`src/rtl/vload_unit_pkg.sv`:
```
// ----------------------------------------------------------------------------
// vload_unit_pkg
// Shared constants and types for the vector load stage.
//   ELEM_W  : bits per vector element
//   NELEM   : elements per vector register
//   VEC_W   : packed vector width (ELEM_W*NELEM)
//   ADDR_W  : data-memory word address width
//   VREG_AW : vector register index width
//   LEN_W   : width of the element-count-minus-one field
//   vload_state_t : load sequencer states
// ----------------------------------------------------------------------------
package vload_unit_pkg;

   localparam int ELEM_W  = 16;
   localparam int NELEM   = 16;
   localparam int VEC_W   = ELEM_W * NELEM;
   localparam int ADDR_W  = 16;
   localparam int VREG_AW = 4;
   localparam int LEN_W   = 4;

   typedef enum logic [1:0] {
      IDLE  = 2'd0,
      ISSUE = 2'd1,
      DRAIN = 2'd2,
      WRITE = 2'd3
   } vload_state_t;

endpackage

```
`src/rtl/vload_unit_if.sv`:
```
// ----------------------------------------------------------------------------
// vload_unit_if
// Bundles the three buses seen by the vector load stage:
//   command : start, vd, base_addr, len  (from decode/issue)
//             busy, done                 (back to decode/issue)
//   memory  : mem_ren, mem_raddr (out), mem_rdata (in, 1-cycle latency)
//   regfile : v_wen, v_waddr, v_wlen, v_wdata (single write cycle)
// modport slave  : the load unit itself
// modport master : its environment (issue stage + data memory + regfile)
//
// Handshake: start is sampled only while busy=0; the command fields need only
// be valid in that acceptance cycle. busy rises the cycle after acceptance and
// stays high through the write cycle. done is a one-cycle pulse coincident
// with v_wen; v_waddr/v_wlen/v_wdata are valid and stable while v_wen=1.
// ----------------------------------------------------------------------------
interface vload_unit_if;
   import vload_unit_pkg::*;

   logic                 start;
   logic [VREG_AW-1:0]   vd;
   logic [ADDR_W-1:0]    base_addr;
   logic [LEN_W-1:0]     len;
   logic                 busy;
   logic                 done;
   logic                 mem_ren;
   logic [ADDR_W-1:0]    mem_raddr;
   logic [ELEM_W-1:0]    mem_rdata;
   logic                 v_wen;
   logic [VREG_AW-1:0]   v_waddr;
   logic [LEN_W-1:0]     v_wlen;
   logic [VEC_W-1:0]     v_wdata;

   modport slave (
      input  start, vd, base_addr, len, mem_rdata,
      output busy, done, mem_ren, mem_raddr, v_wen, v_waddr, v_wlen, v_wdata
   );

   modport master (
      output start, vd, base_addr, len, mem_rdata,
      input  busy, done, mem_ren, mem_raddr, v_wen, v_waddr, v_wlen, v_wdata
   );

endinterface

```
`src/rtl/vload_unit.sv`:
```
// ----------------------------------------------------------------------------
// vload_unit
// Vector load stage feeding the vector register file write port. On start it
// reads len+1 consecutive 16-bit words from data memory (one per cycle),
// packs them into a 256-bit vector (element i at bits [16*i+15:16*i], unused
// slots zero) and commits vector + length to the register file in one cycle.
// Ports:
//   clk     : rising-edge clock
//   rst     : asynchronous active-high reset
//   bus     : vload_unit_if.slave (command, memory and regfile buses)
//   o_state : current sequencer state, for observation only
// ----------------------------------------------------------------------------
module vload_unit
   import vload_unit_pkg::*;
(
   input  logic         clk,
   input  logic         rst,
   vload_unit_if.slave  bus,
   output vload_state_t o_state
);

   vload_state_t         r_state;
   vload_state_t         w_next_state;

   logic [VREG_AW-1:0]   r_vd;
   logic [ADDR_W-1:0]    r_base;
   logic [LEN_W-1:0]     r_len;
   logic [LEN_W-1:0]     r_issue_cnt;
   logic [LEN_W-1:0]     r_cap_cnt;
   logic                 r_cap_en;
   logic [ELEM_W-1:0]    r_buf [NELEM];
   logic [VEC_W-1:0]     w_wdata;
   logic                 w_accept;
   logic                 w_last_issue;

   assign w_accept     = (r_state == IDLE) && bus.start;
   assign w_last_issue = (r_issue_cnt == r_len);

   // ---------------------------------------------------------------- state reg
   always_ff @(posedge clk or posedge rst) begin
      if (rst) begin
         r_state <= IDLE;
      end else begin
         r_state <= w_next_state;
      end
   end

   // --------------------------------------------------------------- next state
   always_comb begin
      w_next_state = r_state;
      case (r_state)
         IDLE:    if (bus.start)    w_next_state = ISSUE;
         ISSUE:   if (w_last_issue) w_next_state = DRAIN;
         DRAIN:                     w_next_state = WRITE;
         WRITE:                     w_next_state = IDLE;
         default:                   w_next_state = IDLE;
      endcase
   end

   // ------------------------------------------------------------------ outputs
   always_comb begin
      bus.busy      = 1'b0;
      bus.done      = 1'b0;
      bus.mem_ren   = 1'b0;
      bus.mem_raddr = '0;
      bus.v_wen     = 1'b0;
      case (r_state)
         ISSUE: begin
            bus.busy      = 1'b1;
            bus.mem_ren   = 1'b1;
            // 16-bit add wraps silently past 0xFFFF
            bus.mem_raddr = r_base + ADDR_W'(r_issue_cnt);
         end
         DRAIN: begin
            bus.busy = 1'b1;
         end
         WRITE: begin
            bus.busy  = 1'b1;
            bus.done  = 1'b1;
            bus.v_wen = 1'b1;
         end
         default: ;
      endcase
   end

   // Write address/length/data come straight from the latched registers, which
   // only change on acceptance or capture, so they are stable through WRITE.
   assign bus.v_waddr = r_vd;
   assign bus.v_wlen  = r_len;
   assign bus.v_wdata = w_wdata;
   assign o_state     = r_state;

   always_comb begin
      w_wdata = '0;
      for (int i = 0; i < NELEM; i++) begin
         w_wdata[i*ELEM_W +: ELEM_W] = r_buf[i];
      end
   end

   // ----------------------------------------------------------------- datapath
   // Capture runs one cycle behind issue: r_cap_en/r_cap_cnt are the issue
   // strobe and index delayed by one cycle, matching the memory read latency.
   // The final element is therefore captured at the end of DRAIN.
   always_ff @(posedge clk or posedge rst) begin
      if (rst) begin
         r_vd        <= '0;
         r_base      <= '0;
         r_len       <= '0;
         r_issue_cnt <= '0;
         r_cap_cnt   <= '0;
         r_cap_en    <= 1'b0;
         for (int i = 0; i < NELEM; i++) begin
            r_buf[i] <= '0;
         end
      end else begin
         r_cap_en  <= (r_state == ISSUE);
         r_cap_cnt <= r_issue_cnt;

         if (r_cap_en) begin
            r_buf[r_cap_cnt] <= bus.mem_rdata;
         end

         if (w_accept) begin
            r_vd        <= bus.vd;
            r_base      <= bus.base_addr;
            r_len       <= bus.len;
            r_issue_cnt <= '0;
            r_cap_cnt   <= '0;
            // Clearing on acceptance keeps slots above len at zero and
            // prevents stale data from a previous load leaking through.
            for (int i = 0; i < NELEM; i++) begin
               r_buf[i] <= '0;
            end
         end else if ((r_state == ISSUE) && !w_last_issue) begin
            r_issue_cnt <= r_issue_cnt + 1'b1;
         end
      end
   end

endmodule

```
`src/flat_wrapper.sv`:
```
// flat-port wrapper written by rule: the top's interface ports become plain ports
module vload_unit_flat import vload_unit_pkg::*;
  (clk, rst, o_state, bus_start, bus_vd, bus_base_addr, bus_len, bus_mem_rdata, bus_busy, bus_done, bus_mem_ren, bus_mem_raddr, bus_v_wen, bus_v_waddr, bus_v_wlen, bus_v_wdata);
  vload_unit_if bus_i ();
  input  logic clk;
  input  logic rst;
  output vload_state_t o_state;
  input wire logic [$bits(bus_i.start)-1:0] bus_start;
  input wire logic [$bits(bus_i.vd)-1:0] bus_vd;
  input wire logic [$bits(bus_i.base_addr)-1:0] bus_base_addr;
  input wire logic [$bits(bus_i.len)-1:0] bus_len;
  input wire logic [$bits(bus_i.mem_rdata)-1:0] bus_mem_rdata;
  output wire logic [$bits(bus_i.busy)-1:0] bus_busy;
  output wire logic [$bits(bus_i.done)-1:0] bus_done;
  output wire logic [$bits(bus_i.mem_ren)-1:0] bus_mem_ren;
  output wire logic [$bits(bus_i.mem_raddr)-1:0] bus_mem_raddr;
  output wire logic [$bits(bus_i.v_wen)-1:0] bus_v_wen;
  output wire logic [$bits(bus_i.v_waddr)-1:0] bus_v_waddr;
  output wire logic [$bits(bus_i.v_wlen)-1:0] bus_v_wlen;
  output wire logic [$bits(bus_i.v_wdata)-1:0] bus_v_wdata;
  assign bus_i.start = bus_start;
  assign bus_i.vd = bus_vd;
  assign bus_i.base_addr = bus_base_addr;
  assign bus_i.len = bus_len;
  assign bus_i.mem_rdata = bus_mem_rdata;
  assign bus_busy = bus_i.busy;
  assign bus_done = bus_i.done;
  assign bus_mem_ren = bus_i.mem_ren;
  assign bus_mem_raddr = bus_i.mem_raddr;
  assign bus_v_wen = bus_i.v_wen;
  assign bus_v_waddr = bus_i.v_waddr;
  assign bus_v_wlen = bus_i.v_wlen;
  assign bus_v_wdata = bus_i.v_wdata;
  vload_unit u_core (.clk(clk), .rst(rst), .bus(bus_i), .o_state(o_state));
endmodule
```
`config.mk`:
```
export PLATFORM = sky130hd
export DESIGN_NAME = vload_unit_flat
export DESIGN_NICKNAME = d
export VERILOG_FILES = /design/src/rtl/vload_unit_pkg.sv /design/src/rtl/vload_unit_if.sv /design/src/rtl/vload_unit.sv /design/src/flat_wrapper.sv
export SDC_FILE = /design/constraint.sdc
export NUM_CORES = 1
export LEC_CHECK = 0
export ABC_AREA = 1
export CAP_MARGIN = 20
export CORE_UTILIZATION = 50
export CTS_BUF_LIST = sky130_fd_sc_hd__clkbuf_4 sky130_fd_sc_hd__clkbuf_8
export CTS_CLUSTER_DIAMETER = 60
export DETAILED_ROUTE_END_ITERATION = 16
export GPL_ROUTABILITY_DRIVEN = 0
export PLACE_DENSITY_LB_ADDON = 0.12
export REMOVE_ABC_BUFFERS = 1
export SETUP_SLACK_MARGIN = 0.02
export SLEW_MARGIN = 20
export SYNTH_ARGS = -nofsm -noshare
export SYNTH_HDL_FRONTEND = slang
export SYNTH_SLANG_ARGS = --single-unit
```
`constraint.sdc`:
```
create_clock -name clk -period 10.85 [get_ports clk]
set_input_delay 1.6275 -clock clk [delete_from_list [all_inputs] [get_ports clk]]
set_output_delay 1.6275 -clock clk [all_outputs]
set_load 0.005 [all_outputs]
```
==> key figures, run 1 <==
Run status
  – Outcome: complete, no violations

Setup path
  – Crit. End Element: output port
  – Worst path bufs/invs: 3
  – CP delay by family, top: buffers and inverters
  – Cell breakdown of the critical path: ha_1 > inv_1 > fa_1 > inv_1 > nand3_1 > nand3_1 > nand2_1 > nand2_1 > nor3b_1 > clkdlybuf4s50_1
  – WP data arrival: just over 3 ns
  – CP max FO: 6
  – Critical path class: reg -> out
  – Crit path launch type: flop
  – Slowest CP cell: clkdlybuf4s50_1
  – CP max stage delay: 0.54 ns
  – Required time of the critical path: 9.22 ns

Layout
  – Design area: between 0.015 and 0.02 sq mm
  – Commonest non-fill, non-tap cell in the layout: clkdlybuf4s50_1
  – Final #Nets: between 1500 and 2000
  – Layout cells sized above 1: around 6.6%
  – Area Overhead vs Synth: 36.2%
  – # fillers: 1810
  – Area of the multi-input gates: between 0.003 and 0.004 sq mm
  – Commonest cells after routing, fill and taps aside: clkdlybuf4s50_1 (328), dfrtp_1 (291), nand3_1 (277)
  – # diodes: 0
  – Storage cell area: 0.00728 sq mm

Routing
  – Drt total wl: 35300 microns
  – Routed Antenna Nets: 0
  – DRC viols: 0
  – Drt initial violations: 770
  – Via-to-Cell Ratio: about 5.5
  – Drt first pass iters: 5
  – Vias: 10100
  – Routed length per instance: 19.1 microns

Timing
  – Final Hold Viols: 0
  – F_max: approximately 220 MHz
  – Tcrit/Tclk final: 42.8%
  – Final Critical Period: 4.65 ns
  – Worst setup margin: ~6.2 ns
  – Final setup vio count: 0
  – Final Max Tran Viols: 0
  – Fin Setup TNS: 0 ns
  – RSZ-0062 raised after global routing: false
  – Clock Skews: 0.0222 ns
  – Worst-Margin Slew: 1.05 ns
  – Worst rel slew slack: 29.6%

Logic synthesis
  – Yosys warns: 0
  – Netlist cell types: 28
  – Flops & latches, synth: 291
  – Mapped Area: 0.0118 sq mm
  – Syn avg cell area: 9.64 sq um
  – Cells after Synth: 1221
  – Sequential fraction of the synthesis area: 61.9%

Clocking
  – TritonCTS clock tree: built
  – Clock slew seen by the registers of the worst setup and hold paths: 0.06 ns
  – Post-CTS sizing: 0
  – H-Tree Level Count: 2
  – Postcts setup bufs: 0
  – Num CTS Buffers: 46
  – Hold-fix buffers at CTS: 0
  – CTS Root Cell: clkbuf_8
  – Clock sink count: 291
  – Clock buffer depth: 3
  – Clk_lat worst skew: 0.56 ns

Min path
  – Worst hold path class: reg -> reg

Global routing
  – Global Route Usage Sum: 29.3%
  – Global-route wire length before repair: 53900 microns
  – Largest net degree at the start of global routing: 155
  – Vias in the first global route: around 9400
  – GRT overflow: 0
  – Antenna violations before repair: 0

Flow run
  – Number of max-cap violations: 0

Power and ir drop
  – VDD IR-drop max: 0.241 mV
  – Pwr Density: about 210 mW/mm^2
  – Static leakage: 7.10 nW

Floorplan
  – I/O pin count: 329
  – Core ar.: around 0.023 sq mm
  – Row cnt: 55
  – DIE AREA: 0.0242 sq mm
  – Overall die height: 155 microns
  – Die width: 155 microns
  – Initial core utilization: between 50% and 60%

Place
  – Placed inst area: between 0.01 and 0.015 sq mm
  – PortBufs: 328
  – Post-Place Worst Slack: 6.14 ns
  – HPWL Detailed: 22500 microns
-- metrics by stage --
stage          total power (W)  hold WS [ns]  utilization (%)  instances
6_report               0.00336         0.483             70.1       1846
5_1_grt                0.00354         0.515             70.1       1846
4_1_cts                0.00337         0.488             70.1       1846
3_5_place_dp           0.00235         0.472             65.6       1762
3_3_place_gp           0.00233         0.471             65.6       1762
2_1_floorplan          0.00181         0.453                -       1117
-- cells in the mapped netlist, drive strengths merged --
cell | n | area [sq um]
nor2 | 50 | 193
fa | 1 | 20.0
inv | 36 | 135
nand2 | 157 | 607
dfrtp | 291 | 7280
xor2 | 1 | 8.76
nand3 | 277 | 1390
xnor2 | 1 | 8.76
nor3 | 2 | 10.0
a21boi | 1 | 7.51
o21ai | 273 | 1370
a31oi | 1 | 6.26
clkbuf | 34 | 146
a21oi | 7 | 35.0
nor3b | 1 | 7.51
or2 | 3 | 18.8
ha | 10 | 125
buf | 70 | 374
nand4 | 5 | 31.3
-- worst min-delay path: stages (launching register included) --
cell     delay [ns]
dfrtp_1        0.34
nand2_1        0.05
nand2_1        0.05
-- cell type report --
type	instances	area share, %
clock buffers	80	6.21
repair buffers	332	20.8
clock inverters	4	0.281
flip-flops and latches	291	45.4
multi-input cells	790	24.0
well taps	313	2.44
inverters	36	0.890
-- power breakdown --
group | leakage, nW | internal [W] | total, W | switching [W]
Sequential | 3.99 | 0.00125 | 0.00138 | 0.000133
Clock | 0.557 | 0.000597 | 0.00102 | 0.000422
Combinational | 2.55 | 0.000409 | 0.000956 | 0.000547
-- registers in the layout, indices dropped and copies added, names as in the netlist --
register            flops
u_core.r_cap_cnt        4
u_core.bus.v_wdata    256
u_core.r_issue_cnt      4
u_core.bus.v_wlen       4
u_core.r_cap_en         1
u_core.r_base          16
u_core.o_state          2
u_core.bus.v_waddr      4
-- worst paths after layout --
| check | slack, ns | to | start | cells after the start |
|---|---|---|---|---|
| hold reg to reg | 0.48 | u_core.bus.v_waddr[0]$_DFFE_PP0P_ | u_core.bus.v_waddr[0]$_DFFE_PP0P_ | 2 |
| setup reg to reg | 7.52 | u_core.bus.v_wdata[73]$_DFFE_PP0P_ | u_core.o_state[0]$_DFFE_PP0P_ | 6 |
| setup / recovery | 6.20 | bus_mem_raddr[8] | u_core.r_issue_cnt[0]$_DFFE_PP0P_ | 10 |
| min in group asynchronous | 1.54 | u_core.o_state[0]$_DFFE_PP0P_ | rst | 2 |
| max in group asynchronous | 7.85 | u_core.bus.v_wdata[9]$_DFFE_PP0P_ | rst | 3 |
| hold / removal | 0.48 | u_core.bus.v_waddr[0]$_DFFE_PP0P_ | u_core.bus.v_waddr[0]$_DFFE_PP0P_ | 2 |
-- layer usage --
metal / global-route usage, % / vias to the layer above / wire (microns)
met5: 0 / - / 0
met1: 38.6 / 4947 / 14600
met3: 7.52 / 66 / 2690
met4: 11.7 / 0 / 1260
li1: - / 4733 / -
met2: 46.5 / 396 / 16700
-- kinds of logic (layout without fill, tap and decap cells) --
family                   Yosys count  after routing  synth area share, %
AO/OA/AOI/OAI                    282            282                 12.0
XOR/XNOR                           2              2                0.149
adder cells (fa/ha/maj)           11             11                 1.23
buffers and inverters            140            452                 5.57
flip-flops                       291            291                 61.9
AND/OR/NAND/NOR                  495            495                 19.1
(Power assumes the default switching activity.)
==> run 2, diff against run 1 <==
==> constraint.sdc (replaced) <==
create_clock -name clk -period 4.8 [get_ports clk]
set_input_delay 0.72 -clock clk [delete_from_list [all_inputs] [get_ports clk]]
set_output_delay 0.72 -clock clk [all_outputs]
set_load 0.005 [all_outputs]
==> run 2 against run 1 <==
Net effect: critical path depth unchanged; flip-flop and latch count did not move; sequential power is 130% higher; design area is essentially flat; clock power up 110%; sequential share of layout area barely moved; highest routed layer unchanged; clock skew down 0.0071 ns; global-route usage about the same; via count hardly changed; count of clock-buffer cells in the layout shrank 10; final cell count is 0.11% higher; routed wire length fell by 0.54%; largest cell class unchanged; largest power group unchanged.
==> key figures, run 2 (synthesized netlist as in run 1, its figures left out) <==
Run status
  – Outcome: complete, no violations

Timing
  – Final setup vio count: 0
  – Final Critical Period: ~3.6 ns
  – Tcrit/Tclk final: 74.5%
  – Final Max Tran Viols: 0
  – Fin Setup TNS: 0 ns
  – Final Hold Viols: 0
  – Clock Skews: 0.0151 ns
  – Worst-Margin Slew: 1.02 ns
  – RSZ-0062 raised after global routing: false
  – F_max: 280 MHz
  – Worst rel slew slack: 31.9%

Global routing
  – Largest net degree at the start of global routing: 114
  – Global Route Usage Sum: 29.3%
  – Global-route wire length before repair: 54000 microns
  – Vias in the first global route: 9453
  – GRT overflow: 0
  – Antenna violations before repair: 0

Place
  – DP Cell Count: 1767
  – HPWL Detailed: 22500 microns
  – PortBufs: around 330

Routing
  – Drt initial violations: 729
  – Via-to-Cell Ratio: 5.49
  – Routed length per instance: around 19 microns
  – Drt total wl: between 30000 and 40000 microns
  – DRC viols: 0
  – Drt first pass iters: 5
  – Routed Antenna Nets: 0
  – Vias: 10100

Clocking
  – Clock buffer depth: 3
  – Clock slew seen by the registers of the worst setup and hold paths: 0.05 ns
  – Clk_lat worst skew: 0.55 ns
  – Postcts setup bufs: 0
  – Num CTS Buffers: 46
  – CTS Root Cell: clkbuf_8
  – H-Tree Level Count: 2
  – Clock sink count: 291
  – TritonCTS clock tree: built
  – Post-CTS sizing: 0
  – Hold-fix buffers at CTS: 0

Layout
  – Commonest non-fill, non-tap cell in the layout: clkdlybuf4s50_1
  – Commonest cells after routing, fill and taps aside: clkdlybuf4s50_1 (328), dfrtp_1 (291), nand3_1 (277)
  – Largest register FFs: 256
  – Storage cell area: ~0.0073 sq mm
  – # diodes: 0
  – # fillers: ~1900
  – Area of the multi-input gates: 0.00384 sq mm
  – Finished Layout Cells: 1848
  – Final #Nets: 1556
  – Layout cells sized above 1: 6.71%
  – Area Overhead vs Synth: 36.1%

Power and ir drop
  – Pwr Density: 469 mW/mm^2
  – Static leakage: 7.09 nW
  – VDD IR-drop max: 0.510 mV

Setup path
  – R2R Path Start: u_core.o_state[0]$_DFFE_PP0P_
  – CP max FO: 6
  – Critical path class: reg -> out
  – RR Endpoint: u_core.bus.v_wdata[66]$_DFFE_PP0P_
  – Crit. End Element: output port
  – CP max stage delay: 0.53 ns
  – WP data arrival: 2.86 ns
  – Crit path launch type: flop
  – Slowest CP cell: clkdlybuf4s50_1
  – R2r setup slk: 2.08 ns
  – Cell breakdown of the critical path: ha_1 > inv_1 > fa_1 > inv_1 > nand3_1 > nand3_1 > nand2_1 > nand2_1 > nor3b_1 > clkdlybuf4s50_1
  – Required time of the critical path: ~4 ns
  – R2R depth: 5

Flow run
  – Number of max-cap violations: 0

Min path
  – Hold Crit Depth: 2
  – Hold Startpoint: u_core.bus.v_waddr[0]$_DFFE_PP0P_
  – WHS Endpoint: u_core.bus.v_waddr[0]$_DFFE_PP0P_
  – Worst hold path class: reg -> reg

Floorplan
  – Overall die height: 155 microns
  – Initial core utilization: approximately half
  – Die width: 155 microns
  – Core ar.: 0.0228 sq mm
  – I/O pin count: 329
  – DIE AREA: 0.0242 sq mm
  – Row cnt: 55
run 2: how the worst max path moves through the flow:
stage          slack, ns  depth (start not counted)                                  end                               from
6_report            1.22                         10                     bus_mem_raddr[8]  u_core.r_issue_cnt[0]$_DFFE_PP0P_
5_1_grt             1.02                         10                     bus_mem_raddr[8]  u_core.r_issue_cnt[0]$_DFFE_PP0P_
4_1_cts             1.19                         10                     bus_mem_raddr[8]  u_core.r_issue_cnt[0]$_DFFE_PP0P_
3_5_place_dp        1.70                          4  u_core.bus.v_wdata[163]$_DFFE_PP0P_                          bus_start
3_3_place_gp        1.78                          4   u_core.bus.v_wdata[77]$_DFFE_PP0P_                          bus_start
2_1_floorplan      -3.95                          1    u_core.bus.v_waddr[0]$_DFFE_PP0P_                                rst
run 2: routing by layer:
metal	vias up	track usage, %	wire (microns)
met4	0	11.4	1200
li1	4734	-	-
met3	69	7.24	2910
met5	-	0	0
met2	430	46.0	16400
met1	4911	39.2	14600
run 2: final cells by class:
cell class | instances | area share (%)
Sequential cell | 291 | 45.5
Tap cell | 313 | 2.45
Multi-Input combinational cell | 790 | 24.0
Inverter | 36 | 0.891
Clock inverter | 11 | 0.531
Clock buffer | 70 | 5.59
Timing Repair Buffer | 337 | 21.1
run 2: stage by stage:
| step | utilization [%] | hold WS, ns | total power [W] | setup slack, ns | instance area, sq um |
|---|---|---|---|---|---|
| after floorplan | - | 0.453 | 0.00410 | -3.95 | 11200 |
| after global placement | 65.8 | 0.471 | 0.00529 | 1.78 | 15000 |
| after detailed placement | 65.8 | 0.469 | 0.00534 | 1.70 | 15000 |
| after CTS | 70.1 | 0.485 | 0.00754 | 1.19 | 16000 |
| after global routing | 70.1 | 0.525 | 0.00793 | 1.02 | 16000 |
| final | 70.1 | 0.483 | 0.00751 | 1.22 | 16000 |
run 2: critical path, delay by kind of cell, from the launching register on:
family        cells  cell delay (ns)
buf+inv           3             0.71
flops             1             0.43
fa+ha+maj         2             0.61
simple gates      5             0.56
run 2: power by group:
group	internal, W	switching [W]
registers	0.00283	0.000293
clock network	0.00124	0.000951
logic	0.000935	0.00126
